--- config.mk ---
export PLATFORM = sky130hd
export DESIGN_NAME = pixel_array_readout_ctrl
export DESIGN_NICKNAME = d
export VERILOG_FILES = /design/src/rtl/pixel_array_readout_ctrl.sv
export SDC_FILE = /design/constraint.sdc
export NUM_CORES = 1
export LEC_CHECK = 0
export BUFFER_PORTS_ARGS = -buffer_cell sky130_fd_sc_hd__buf_2
export CORE_UTILIZATION = 25
export CTS_CLUSTER_DIAMETER = 120
export DETAILED_ROUTE_END_ITERATION = 10
export GPL_TIMING_DRIVEN = 1
export PLACE_DENSITY = 0.52
export SLEW_MARGIN = 40
export SYNTH_ARGS = -nofsm -noshare
export SYNTH_HDL_FRONTEND = slang
export SYNTH_SLANG_ARGS = --single-unit
--- constraint.sdc ---
create_clock -name clk -period 2.54 [get_ports clk]
set_clock_uncertainty 0.2 [all_clocks]
set_input_delay 0 -clock clk [delete_from_list [all_inputs] [get_ports clk]]
set_output_delay 0 -clock clk [all_outputs]
set_load 0.01 [all_outputs]
--- src/rtl/pixel_array_readout_ctrl.sv ---
`timescale 1ns/1ps
`default_nettype none
// ============================================================================
// Module      : pixel_array_readout_ctrl
// Description : NROWS x NCOLS pixel-array frame controller. Sequences
//               ERASE, EXPOSE, CONVERT (ramp enable plus a counter driven
//               onto the shared DATA bus) and then a per-pixel READ. Each
//               pixel value is captured from the bus and streamed out over
//               a valid/ready port.
//               Optional build macro CONTINUOUS_FRAMES_EN: when defined,
//               start held high in DONE launches the next frame directly.
// Revision    : 1.0 - initial release
// ============================================================================
module pixel_array_readout_ctrl #(
    parameter  int NROWS        = 2,
    parameter  int NCOLS        = 2,
    parameter  int DW           = 8,
    parameter  int ERASE_CYCLES = 5,
    parameter  int EXP_W        = 8,
    parameter  int READ_SETTLE  = 2,
    localparam int c_NPIX       = NROWS * NCOLS,
    localparam int c_IDX_W      = (c_NPIX > 1) ? $clog2(c_NPIX) : 1
) (
    input  logic              clk,
    input  logic              reset,
    input  logic              start,
    input  logic [EXP_W-1:0]  expose_time,
    output logic              erase,
    output logic              expose,
    output logic              convert,
    output logic [c_NPIX-1:0] read,
    output logic [DW-1:0]     data_out,
    output logic              data_oe,
    input  logic [DW-1:0]     data_in,
    output logic [DW-1:0]     pix_data,
    output logic [c_IDX_W-1:0] pix_idx,
    output logic              pix_valid,
    input  logic              pix_ready,
    output logic              busy,
    output logic              frame_done
);

    // One down-counter serves erase, expose and read-settle timing, so it
    // is sized for the widest of those three ranges.
    localparam int c_ERASE_W  = (ERASE_CYCLES > 1) ? $clog2(ERASE_CYCLES) : 1;
    localparam int c_SETTLE_W = (READ_SETTLE > 1) ? $clog2(READ_SETTLE) : 1;
    localparam int c_CNT_A    = (EXP_W > c_ERASE_W) ? EXP_W : c_ERASE_W;
    localparam int c_CNT_W    = (c_CNT_A > c_SETTLE_W) ? c_CNT_A : c_SETTLE_W;

    localparam logic [c_CNT_W-1:0] c_ERASE_LOAD  = c_CNT_W'(ERASE_CYCLES - 1);
    localparam logic [c_CNT_W-1:0] c_SETTLE_LOAD = c_CNT_W'(READ_SETTLE - 1);
    localparam logic [c_CNT_W-1:0] c_CNT_ONE     = c_CNT_W'(1);
    localparam logic [EXP_W-1:0]   c_EXP_ONE     = EXP_W'(1);
    localparam logic [c_IDX_W-1:0] c_LAST_PIX    = c_IDX_W'(c_NPIX - 1);
    localparam logic [c_IDX_W-1:0] c_PIX_ONE     = c_IDX_W'(1);
    localparam logic [DW-1:0]      c_DATA_MAX    = '1;
    localparam logic [DW-1:0]      c_DATA_ONE    = DW'(1);
    localparam logic [c_NPIX-1:0]  c_READ_BIT0   = c_NPIX'(1);

    localparam logic [2:0] c_ST_IDLE    = 3'd0;
    localparam logic [2:0] c_ST_ERASE   = 3'd1;
    localparam logic [2:0] c_ST_EXPOSE  = 3'd2;
    localparam logic [2:0] c_ST_CONVERT = 3'd3;
    localparam logic [2:0] c_ST_GAP     = 3'd4;  // bus turnaround cycle
    localparam logic [2:0] c_ST_READ    = 3'd5;
    localparam logic [2:0] c_ST_WAIT    = 3'd6;
    localparam logic [2:0] c_ST_DONE    = 3'd7;

    logic [2:0]         r_state,     w_state_nxt;
    logic [c_CNT_W-1:0] r_cnt,       w_cnt_nxt;
    logic [EXP_W-1:0]   r_exp,       w_exp_nxt;
    logic [c_IDX_W-1:0] r_pix,       w_pix_nxt;
    logic               w_launch;

    logic               r_erase,     w_erase_nxt;
    logic               r_expose,    w_expose_nxt;
    logic               r_convert,   w_convert_nxt;
    logic [c_NPIX-1:0]  r_read,      w_read_nxt;
    logic [DW-1:0]      r_data_out,  w_data_out_nxt;
    logic               r_data_oe,   w_data_oe_nxt;
    logic [DW-1:0]      r_pix_data,  w_pix_data_nxt;
    logic [c_IDX_W-1:0] r_pix_idx,   w_pix_idx_nxt;
    logic               r_pix_valid, w_pix_valid_nxt;
    logic               r_busy,      w_busy_nxt;
    logic               r_frame_done, w_frame_done_nxt;

    // State, counters and all outputs are registered together.
    always_ff @(posedge clk) begin
        if (!reset) begin
            r_state      <= c_ST_IDLE;
            r_cnt        <= '0;
            r_exp        <= '0;
            r_pix        <= '0;
            r_erase      <= 1'b0;
            r_expose     <= 1'b0;
            r_convert    <= 1'b0;
            r_read       <= '0;
            r_data_out   <= '0;
            r_data_oe    <= 1'b0;
            r_pix_data   <= '0;
            r_pix_idx    <= '0;
            r_pix_valid  <= 1'b0;
            r_busy       <= 1'b0;
            r_frame_done <= 1'b0;
        end else begin
            r_state      <= w_state_nxt;
            r_cnt        <= w_cnt_nxt;
            r_exp        <= w_exp_nxt;
            r_pix        <= w_pix_nxt;
            r_erase      <= w_erase_nxt;
            r_expose     <= w_expose_nxt;
            r_convert    <= w_convert_nxt;
            r_read       <= w_read_nxt;
            r_data_out   <= w_data_out_nxt;
            r_data_oe    <= w_data_oe_nxt;
            r_pix_data   <= w_pix_data_nxt;
            r_pix_idx    <= w_pix_idx_nxt;
            r_pix_valid  <= w_pix_valid_nxt;
            r_busy       <= w_busy_nxt;
            r_frame_done <= w_frame_done_nxt;
        end
    end

    // Next-state, phase counter, exposure latch and pixel index.
    always_comb begin
        w_state_nxt = r_state;
        w_cnt_nxt   = r_cnt;
        w_exp_nxt   = r_exp;
        w_pix_nxt   = r_pix;
        w_launch    = 1'b0;
        case (r_state)
            c_ST_IDLE: begin
                if (start) w_launch = 1'b1;
            end
            c_ST_ERASE: begin
                if (r_cnt == '0) begin
                    w_state_nxt = c_ST_EXPOSE;
                    w_cnt_nxt   = c_CNT_W'(r_exp - c_EXP_ONE);
                end else begin
                    w_cnt_nxt = r_cnt - c_CNT_ONE;
                end
            end
            c_ST_EXPOSE: begin
                if (r_cnt == '0) w_state_nxt = c_ST_CONVERT;
                else             w_cnt_nxt   = r_cnt - c_CNT_ONE;
            end
            c_ST_CONVERT: begin
                if (r_data_out == c_DATA_MAX) w_state_nxt = c_ST_GAP;
            end
            c_ST_GAP: begin
                w_state_nxt = c_ST_READ;
                w_cnt_nxt   = c_SETTLE_LOAD;
                w_pix_nxt   = '0;
            end
            c_ST_READ: begin
                if (r_cnt == '0) w_state_nxt = c_ST_WAIT;
                else             w_cnt_nxt   = r_cnt - c_CNT_ONE;
            end
            c_ST_WAIT: begin
                if (pix_ready) begin
                    if (r_pix == c_LAST_PIX) begin
                        w_state_nxt = c_ST_DONE;
                    end else begin
                        w_state_nxt = c_ST_READ;
                        w_cnt_nxt   = c_SETTLE_LOAD;
                        w_pix_nxt   = r_pix + c_PIX_ONE;
                    end
                end
            end
            c_ST_DONE: begin
                w_state_nxt = c_ST_IDLE;
`ifdef CONTINUOUS_FRAMES_EN
                if (start) w_launch = 1'b1;
`endif
            end
            default: w_state_nxt = c_ST_IDLE;
        endcase
        // A zero exposure request still exposes for one cycle.
        if (w_launch) begin
            w_state_nxt = c_ST_ERASE;
            w_cnt_nxt   = c_ERASE_LOAD;
            w_exp_nxt   = (expose_time == '0) ? c_EXP_ONE : expose_time;
        end
    end

    // Output values for the coming cycle, decoded from the next state.
    always_comb begin
        w_erase_nxt      = (w_state_nxt == c_ST_ERASE);
        w_expose_nxt     = (w_state_nxt == c_ST_EXPOSE);
        w_convert_nxt    = (w_state_nxt == c_ST_CONVERT);
        w_data_oe_nxt    = (w_state_nxt == c_ST_CONVERT);
        w_busy_nxt       = (w_state_nxt != c_ST_IDLE);
        w_frame_done_nxt = (w_state_nxt == c_ST_DONE);
        w_data_out_nxt   = '0;
        if (w_state_nxt == c_ST_CONVERT && r_state == c_ST_CONVERT)
            w_data_out_nxt = r_data_out + c_DATA_ONE;
        w_read_nxt = '0;
        if (w_state_nxt == c_ST_READ)
            w_read_nxt = c_READ_BIT0 << w_pix_nxt;
        w_pix_data_nxt  = r_pix_data;
        w_pix_idx_nxt   = r_pix_idx;
        w_pix_valid_nxt = r_pix_valid;
        if (r_state == c_ST_READ && r_cnt == '0) begin
            w_pix_data_nxt  = data_in;
            w_pix_idx_nxt   = r_pix;
            w_pix_valid_nxt = 1'b1;
        end
        if (r_state == c_ST_WAIT && pix_ready)
            w_pix_valid_nxt = 1'b0;
    end

    assign erase      = r_erase;
    assign expose     = r_expose;
    assign convert    = r_convert;
    assign read       = r_read;
    assign data_out   = r_data_out;
    assign data_oe    = r_data_oe;
    assign pix_data   = r_pix_data;
    assign pix_idx    = r_pix_idx;
    assign pix_valid  = r_pix_valid;
    assign busy       = r_busy;
    assign frame_done = r_frame_done;

endmodule
`default_nettype wire

* Word level (Yosys, flattened, before mapping) *
Cells that the tools add are included.

cells by class
  equality and inequality tests = 20
  reduce and logical (&&, ||, !) cells = 16
  mux-type cells = 20
  bitwise logic cells = 1
  $add $sub $neg = 4
  shift-type cells = 1

operator list
  kind                 count
  $mux 8               5
  $pmux 8 s4           1
  $mux 3               7
  $pmux 3 s7           1
  $eq 3x3->1 const B   6
  $logic_not 8->1      2
  $sub 8x1->8 const B  2
  $eq 3x2->1 const B   4
  $ne 3x3->1 const B   3
  $add 8x1->8 const B  1
  $eq 8x8->1 const B   1
  $reduce_and 4->1     2
  $eq 3x1->1 const B   2
  $mux 2               3
  $ne 2x2->1 const B   3
  $reduce_or 2->1      3
  $reduce_bool 5->1    1
  $pmux 2 s2           1
  $reduce_and 2->1     2
  $reduce_bool 4->1    1
  $shl 1x2->4 const A  1
  $logic_and 1x1->1    3
  $logic_not 3->1      1
  $reduce_bool 3->1    1
  4 further kinds      5

storage, ports and cells
  input bits = 20
  output and inout port bits = 29
  logic and storage cells = 77
  bits in registers = 49

* Longest topological paths before layout *
Gate-level depths: netlist of run 1.

  depth in word-level cells = 8
  mapped depth = 8

* Worst setup path before layout of run 1 *
No wires, ideal clock.

  kind = reg2reg
  start = reg r_data_out[0], in the netlist data_out[0]
  end = reg r_read[2], in the netlist read[2]
  data arrival time = 1.914 ns
  period minus slack after synthesis = 2.202 ns
  cell stages (with the launch flop) = 7
  required time = 2.253 ns
  slack = 0.338 ns
  cells stage by stage = dfxtp_1 -> ha_1 -> nand3_1 -> or3_1 -> a221o_2 -> nand2b_4 -> nor4b_2

on the way
  longest elaborated chain between the ends = 6

RTL lines
  what                        line  source
  start: declaration          79    logic [DW-1:0] r_data_out, w_data_out_nxt;
  start signal: assignment    114   r_data_out <= w_data_out_nxt;
  $eq 8x8->1                  148   if (r_data_out == c_DATA_MAX) w_state_nxt = c_ST_GAP;
  $mux 3                      148
  $pmux 3 s7                  131   case (r_state)
  $mux 3                      179   if (w_launch) begin
  $eq 3x3->1                  198   if (w_state_nxt == c_ST_READ)
  $reduce_and 2->1 (no line)  -
  end signal: assignment      113   r_read <= w_read_nxt;
  end: declaration            78    logic [c_NPIX-1:0] r_read, w_read_nxt;

Every way passes these cells.
A chain may end at the register's enable or synchronous reset.

* Final worst setup path of run 1 *
  start = reg r_state[1]
  end = reg r_exp[0]

on the way
  longest elaborated chain between the ends = 2

RTL lines
  what                      line  source
  start: declaration        69    logic [2:0] r_state, w_state_nxt;
  start signal: assignment  90    r_state <= c_ST_IDLE;
  start signal: assignment  106   r_state <= w_state_nxt;
  $logic_not 3->1           131
  $mux 1                    131
  end signal: assignment    108   r_exp <= w_exp_nxt;
  end: declaration          71    logic [EXP_W-1:0] r_exp, w_exp_nxt;

Every way passes these cells.

==> results_dict.tcl, run 1 <==
set metrics [dict create \
    ys_async_sr_fraction_pct 0 \
    tightestPinTransition_ns 0.755 \
    clockBufferDepth 2 \
    grt_overflow_total 0 \
    synth_cells 279 \
    cp_data_required_time_ns 2.60 \
    place.port_buffers 48 \
    path_clk_slew_ns 0.10 \
    detailed_place_hpwl_um 4470 \
    instances_no_fill 487 \
    die_h_um 101 \
    postRouteAntennaNets 0 \
    ys_types 58 \
    p_leak_nw 1.39 \
    hp-class "in -> reg" \
    crit_chain "nor3_2 > and2_1 > o21ai_0 > a21oi_1 > dlygate4sd3_1" \
    irDropWorstVdd_uv 477 \
    area_growth_syn_to_layout_pct 31.9 \
    wl_per_cell_um 12.6 \
    cts-root-buf "clkbuf_8" \
    clk_latency_ns 0.31 \
    cp_top_family "simple AND/OR/NAND/NOR gates" \
    crit_path_end_kind "flip-flop" \
    cp_max_fo 13 \
    place.gp.congestion 0.848 \
    crit_arrival_ns 2.42 \
    grt_pass1_wl_um 10200 \
    finalSetupViolations 0 \
    start_util_pct 26.1 \
    route.vias.total 2283 \
    cp.depth 5 \
    dr.first_iter.drc_count 128 \
    grt_pass1_vias 2157 \
    synthFlopType "dfxtp_1" \
    ys_seq_elements 49 \
    crit_path_end "r_exp[0]" \
    rsz0062_at_grt "no" \
    min_period_ns 2.36 \
    avgSynthCellArea_um2 8.71 \
    fp.dieArea_mm2 0.0101 \
    status "complete, no violations" \
    period_share_pct 93.0 \
    cts_tree "yes" \
    drc 0 \
    startpoint "r_state[1]" \
    max_freq_mhz 423 \
    cp-start-kind "flip-flop" \
    htreeDepth 2 \
    path_class "reg -> reg" \
    r2r_slack_ns 0.18 \
    fin_nets 380 \
    antennaDiodeCount 0 \
    synth_warnings 0 \
    drtPass1Iterations 4 \
    grt_max_degree 23 \
    fillerInstances 975 \
    vias_per_cell 4.69 \
    slew_violations 0 \
    max_slew_margin_pct 49.6 \
    mappedNetlistNets 302 \
    dp.cells 459 \
    die_w_um 101 \
    post-cts-setup-buffer-count 0 \
    powerDensity_mw_per_mm2 1020 \
    grt_use_total_pct 12.9 \
    final_layout_size_suffix_gt1_share_pct 24.3 \
    ioPinCount 49 \
    tns_ns 0 \
    hold_slack_ns 0.0252 \
    numCtsBuffers 5 \
    max_stage_delay_ns 0.56 \
    cts.sinks 49 \
    reg2reg_to "r_exp[0]" \
    yosysSeqAreaShare_pct 40.3 \
    routed_wl_um 6160 \
    syn_area_mm2 0.00243 \
    hold_viol 0 \
    critPathSlowestCell "dlygate4sd3_1" \
    reg2reg_from "r_state[1]" \
    core_mm2 0.00933 \
    synth_enable_flop_cells 0 \
    r2r_cells 5 \
    cp.buffers_inverters 1 \
    maxCapViolCount 0 \
    antenna_found_initial 0 \
    num_rows 35 \
]
==> metrics by stage <==
step | setup WS [ns] | utilization (%) | instance area [um2] | power (mW)
final | 0.179 | 34.4 | 3210 | 3.25
after CTS | 0.119 | 34.2 | 3190 | 3.25
after detailed placement | 0.173 | 30.9 | 2880 | 2.63
after floorplan | 0.338 | - | 2430 | 2.13
after global routing | 0.0257 | 34.4 | 3210 | 3.50
after global placement | 0.220 | 30.9 | 2880 | 2.62
==> what timing repair did <==
item / in CTS / in global routing
setup endpoints to repair: 0 / 4
gates resized for setup: 0 / 2
endpoints found under the hold margin: 24 / 0
hold buffers: 20 / 0
==> how the worst min path moves through the flow <==
stage / cells past startpoint / end / start
after floorplan: 1 / pix_valid / pix_ready
after global placement: 3 / pix_data[7] / data_in[7]
after detailed placement: 3 / pix_data[5] / data_in[5]
after CTS: 5 / r_exp[6] / start
after global routing: 5 / r_exp[6] / start
final: 5 / r_exp[6] / start
==> state kept, by name, summed over array words and instances (netlist names) <==
register / count
pix_valid: 1
r_exp: 8
erase: 1
busy: 1
r_state: 3
r_cnt: 8
frame_done: 1
r_pix: 2
data_oe: 1
expose: 1
read: 4
pix_idx: 2
data_out: 8
pix_data: 8
==> layout make-up <==
| type | count | area [um2] | area share, % |
|---|---|---|---|
| multi-input cells | 210 | 1370 | 42.8 |
| flip-flops and latches | 49 | 981 | 30.6 |
| repair buffers | 82 | 546 | 17.0 |
| well taps | 129 | 161 | 5.04 |
| clock buffers | 5 | 68.8 | 2.15 |
| clock inverters | 3 | 43.8 | 1.37 |
| inverters | 9 | 33.8 | 1.05 |
==> report_power, final <==
group          internal [mW]  total (mW)  switching (mW)
combinational          0.727        1.64           0.916
clock                  0.296       0.578           0.282
sequential             0.882        1.03           0.151
==> layer usage <==
layer,routed length [um],up-vias,global-route usage (%)
met2,2830,64,21.0
li1,-,1164,-
met4,116,0,5.35
met1,2960,1040,16.4
met5,0,-,0
met3,251,15,2.84
==> cell usage after synthesis (2+ instances only) <==
library cell | count | area (um2)
a211oi_1 | 2 | 15.0
a21oi_1 | 16 | 80.1
a2bb2oi_1 | 2 | 17.5
a311oi_1 | 2 | 17.5
a31oi_1 | 6 | 37.5
and2_1 | 5 | 31.3
and3_1 | 2 | 12.5
buf_2 | 2 | 10.0
buf_4 | 2 | 15.0
clkbuf_1 | 5 | 18.8
dfxtp_1 | 49 | 981
ha_1 | 3 | 37.5
inv_1 | 9 | 33.8
mux2i_1 | 10 | 100
nand2_1 | 35 | 131
nand2b_1 | 5 | 31.3
nand3_1 | 5 | 25.0
nor2_1 | 27 | 101
nor2b_1 | 3 | 18.8
nor3_1 | 15 | 75.1
nor4_1 | 6 | 37.5
nor4_2 | 2 | 25.0
nor4b_2 | 3 | 45.0
o211a_1 | 3 | 30.0
o211ai_1 | 4 | 30.0
o21ai_0 | 7 | 35.0
o2bb2ai_1 | 2 | 17.5
o32ai_1 | 2 | 17.5
or3_1 | 7 | 43.8
or4_1 | 2 | 15.0
xnor2_1 | 3 | 26.3
xor2_1 | 7 | 61.3
==> cell usage in the layout (no fill, tap or decap), types with 2 or more instances in the layout <==
cell,Yosys,routed
nand2b_1,5,5
nor3_1,15,14
dfxtp_1,49,49
or3_1,7,7
a211oi_1,2,2
nor2b_1,3,3
xor2_1,7,7
o21ai_0,7,7
a31oi_1,6,6
inv_1,9,9
ha_1,3,3
and3_1,2,2
nand2_1,35,35
nor4b_2,3,2
xnor2_1,3,3
nor4_1,6,6
nor2_1,27,27
o2bb2ai_1,2,2
mux2i_1,10,10
o211a_1,3,3
and2_1,5,5
nand3_1,5,5
dlygate4sd3_1,0,20
a311oi_1,2,2
buf_4,2,14
or4_1,2,2
nor4_2,2,2
o211ai_1,4,4
a2bb2oi_1,2,2
o32ai_1,2,2
clkbuf_8,0,5
buf_2,2,48
a21oi_1,16,16
==> worst min-delay path, stage by stage <==
cell and delay (ns):
buf_2 0.12, nand2_1 0.08, buf_4 0.17, nand2_1 0.07
a21oi_1 0.05
==> cells by family (layout without fill, tap and decap cells) <==
| logic type | Yosys count | in the layout | synth area share (%) |
|---|---|---|---|
| and+or+nand+nor | 126 | 126 | 27.8 |
| xor gates and xnor gates | 10 | 10 | 3.60 |
| adders and majority gates | 3 | 3 | 1.54 |
| DFF | 49 | 49 | 40.3 |
| buffers and inverters | 20 | 99 | 3.81 |
| muxes | 10 | 10 | 4.12 |
| AOI/OAI and AO/OA | 61 | 61 | 18.7 |
Power figures use the tool's default switching activity.
==> inputs of run 2 (changes only) <==
--- a/config.mk
+++ b/config.mk
@@ -10,7 +10,7 @@
 export CTS_CLUSTER_DIAMETER = 120
 export DETAILED_ROUTE_END_ITERATION = 10
 export GPL_TIMING_DRIVEN = 1
-export PLACE_DENSITY = 0.52
+export PLACE_DENSITY_LB_ADDON = 0.15
 export SLEW_MARGIN = 40
 export SYNTH_ARGS = -nofsm -noshare
 export SYNTH_HDL_FRONTEND = slang
==> run 2 against run 1 <==
Total power down 2.9%. First-iteration DRC count down 20%. Critical path type unchanged. Fmax up 1.1%. Die area unchanged. Setup slack better by 0.025 ns. Routed wire length up 2.9%. Flip-flop and latch count unchanged. Global-route usage up 0.46 points. Combinational power about the same. Register-to-register slack better by 0.03 ns. Clock-buffer cell count up 2. Clock power down 22%.
==> results_dict.tcl, run 2 (synthesis gave the netlist of run 1 again) <==
set metrics [dict create \
    hp-class "in -> reg" \
    drc 0 \
    mostFrequentLayoutCells "49 x dfxtp_1, 48 x buf_2, 35 x nand2_1" \
    crit_path_end_kind "flip-flop" \
    die_w_um 101 \
    htreeDepth 2 \
    cp_data_required_time_ns 2.59 \
    grt_max_degree 15 \
    grt_pass1_vias 2159 \
    min_to "r_exp[7]" \
    grt_overflow_total 0 \
    slew_violations 0 \
    vias_per_cell 4.70 \
    period_share_pct 92.0 \
    instances_no_fill 488 \
    cp_top_family "simple AND/OR/NAND/NOR gates" \
    grt_pass1_wl_um 10600 \
    clockBufferDepth 2 \
    start_util_pct 26.1 \
    powerDensity_mw_per_mm2 993 \
    p_clk_share_pct 14.3 \
    num_rows 35 \
    register_area_um2 981 \
    internal_power_mw 1.83 \
    maxCapViolCount 0 \
    place.port_buffers 48 \
    fin_nets 381 \
    status "complete, no violations" \
    min_path_cells 5 \
    reg2reg_to "r_exp[0]" \
    cp_max_fo 13 \
    multi_input_area_mm2 0.00137 \
    hold_viol 0 \
    crit_arrival_ns 2.39 \
    tns_ns 0 \
    finalSetupViolations 0 \
    switching_share_pct 42.2 \
    r2r_cells 5 \
    cp.buffers_inverters 1 \
    seqPwrFrac_pct 32.8 \
    max_stage_delay_ns 0.55 \
    max_freq_mhz 428 \
    dr.first_iter.drc_count 102 \
    core_mm2 0.00933 \
    route.vias.total 2292 \
    path_clk_slew_ns 0.09 \
    wl_per_cell_um 13.0 \
    numCtsBuffers 5 \
    critPathSlowestCell "dlygate4sd3_1" \
    p_leak_nw 1.38 \
    antenna_found_initial 0 \
    min_period_ns 2.34 \
    final_layout_size_suffix_gt1_share_pct 24.0 \
    fillerInstances 994 \
    hold_slack_ns 0.0203 \
    cts_tree "yes" \
    detailed_place_hpwl_um 4620 \
    postRouteAntennaNets 0 \
    cts-root-buf "clkbuf_8" \
    r2r_slack_ns 0.20 \
    drtPass1Iterations 4 \
    worstHoldStart "start" \
    finalPower_mw 3.16 \
    pwr-share-comb_pct 52.8 \
    tightestPinTransition_ns 0.474 \
    routed_wl_um 6340 \
    rsz0062_at_grt "no" \
    ioPinCount 49 \
    cts.sinks 49 \
    max_slew_margin_pct 68.2 \
    layout_commonest_cell "dfxtp_1" \
    path_class "reg -> reg" \
    irDropWorstVdd_uv 426 \
    cp-start-kind "flip-flop" \
    post-cts-setup-buffer-count 0 \
    place.gp.congestion 0.857 \
    power_switching_mw 1.34 \
    clk_latency_ns 0.30 \
    crit_chain "nor3_2 > and2_1 > o21ai_0 > a21oi_1 > dlygate4sd3_1" \
    dp.cells 460 \
    die_h_um 101 \
    area_growth_syn_to_layout_pct 31.0 \
    grt_use_total_pct 13.3 \
    fp.dieArea_mm2 0.0101 \
    antennaDiodeCount 0 \
    reg2reg_from "r_state[1]" \
]
==> run 2: cell count changes in the layout (fill, tap and decap cells not counted) <==
cell / delta
inv_6: -1
buf_4: +1
clkinv_2: -1
clkinvlp_4: +1
bufinv_16: -1
clkbuf_1: +2
==> run 2: worst max path at each step <==
stage                 from  endpoint  cells after the start
6_report        r_state[1]  r_exp[0]                      5
3_3_place_gp      r_cnt[0]     erase                      8
4_1_cts         r_state[1]  r_exp[0]                      5
3_5_place_dp      r_cnt[0]     erase                      8
2_1_floorplan  data_out[0]   read[2]                      6
5_1_grt         r_state[1]  r_exp[0]                      5
==> run 2: worst register-to-register path: cells and delay by family, from the launching register on <==
| family | cells | cell delay (ns) |
|---|---|---|
| simple gates | 2 | 0.82 |
| buf+inv | 1 | 0.55 |
| flops | 1 | 0.46 |
| compound gates | 2 | 0.27 |
==> run 2: area by class of cell <==
cell class                 count  share of cell area, %
clock buffer                   7                   2.40
clock inverter                 1                  0.236
inverter                       9                   1.06
multi-input combinational    210                   43.1
sequential                    49                   30.8
tap                          129                   5.07
timing repair buffer          83                   17.4
==> run 2: timing repair <==
| item | CTS | global route |
|---|---|---|
| hold endpoints to repair | 23 | 0 |
| resized for setup | 0 | 2 |
| hold buffers | 20 | 0 |
| endpoints found under the setup margin | 0 | 4 |
==> run 2: through the flow <==
stage | instance area [um2] | setup slack (ns) | utilization (%)
floorplan | 2430 | 0.338 | -
global placement | 2890 | 0.266 | 30.9
detailed placement | 2890 | 0.209 | 30.9
CTS | 3170 | 0.0451 | 34.0
global route | 3180 | 0.0188 | 34.1
finish | 3180 | 0.204 | 34.1
==> run 2: metal layers <==
layer	up-vias	part of all wire [%]	track usage, %
li1	1166	-	-
met1	1068	48	16.8
met2	46	47	22.1
met3	12	3.3	2.77
met4	0	2.2	5.46
met5	-	0	0
==> run 2: power groups by stage <==
stage	sequential (mW)	clock, mW	combinational (mW)
2_1_floorplan	1.01	0	1.12
3_3_place_gp	1.05	0	1.64
3_5_place_dp	1.04	0	1.63
4_1_cts	1.03	0.478	1.67
5_1_grt	1.06	0.513	1.84
6_report	1.04	0.453	1.67
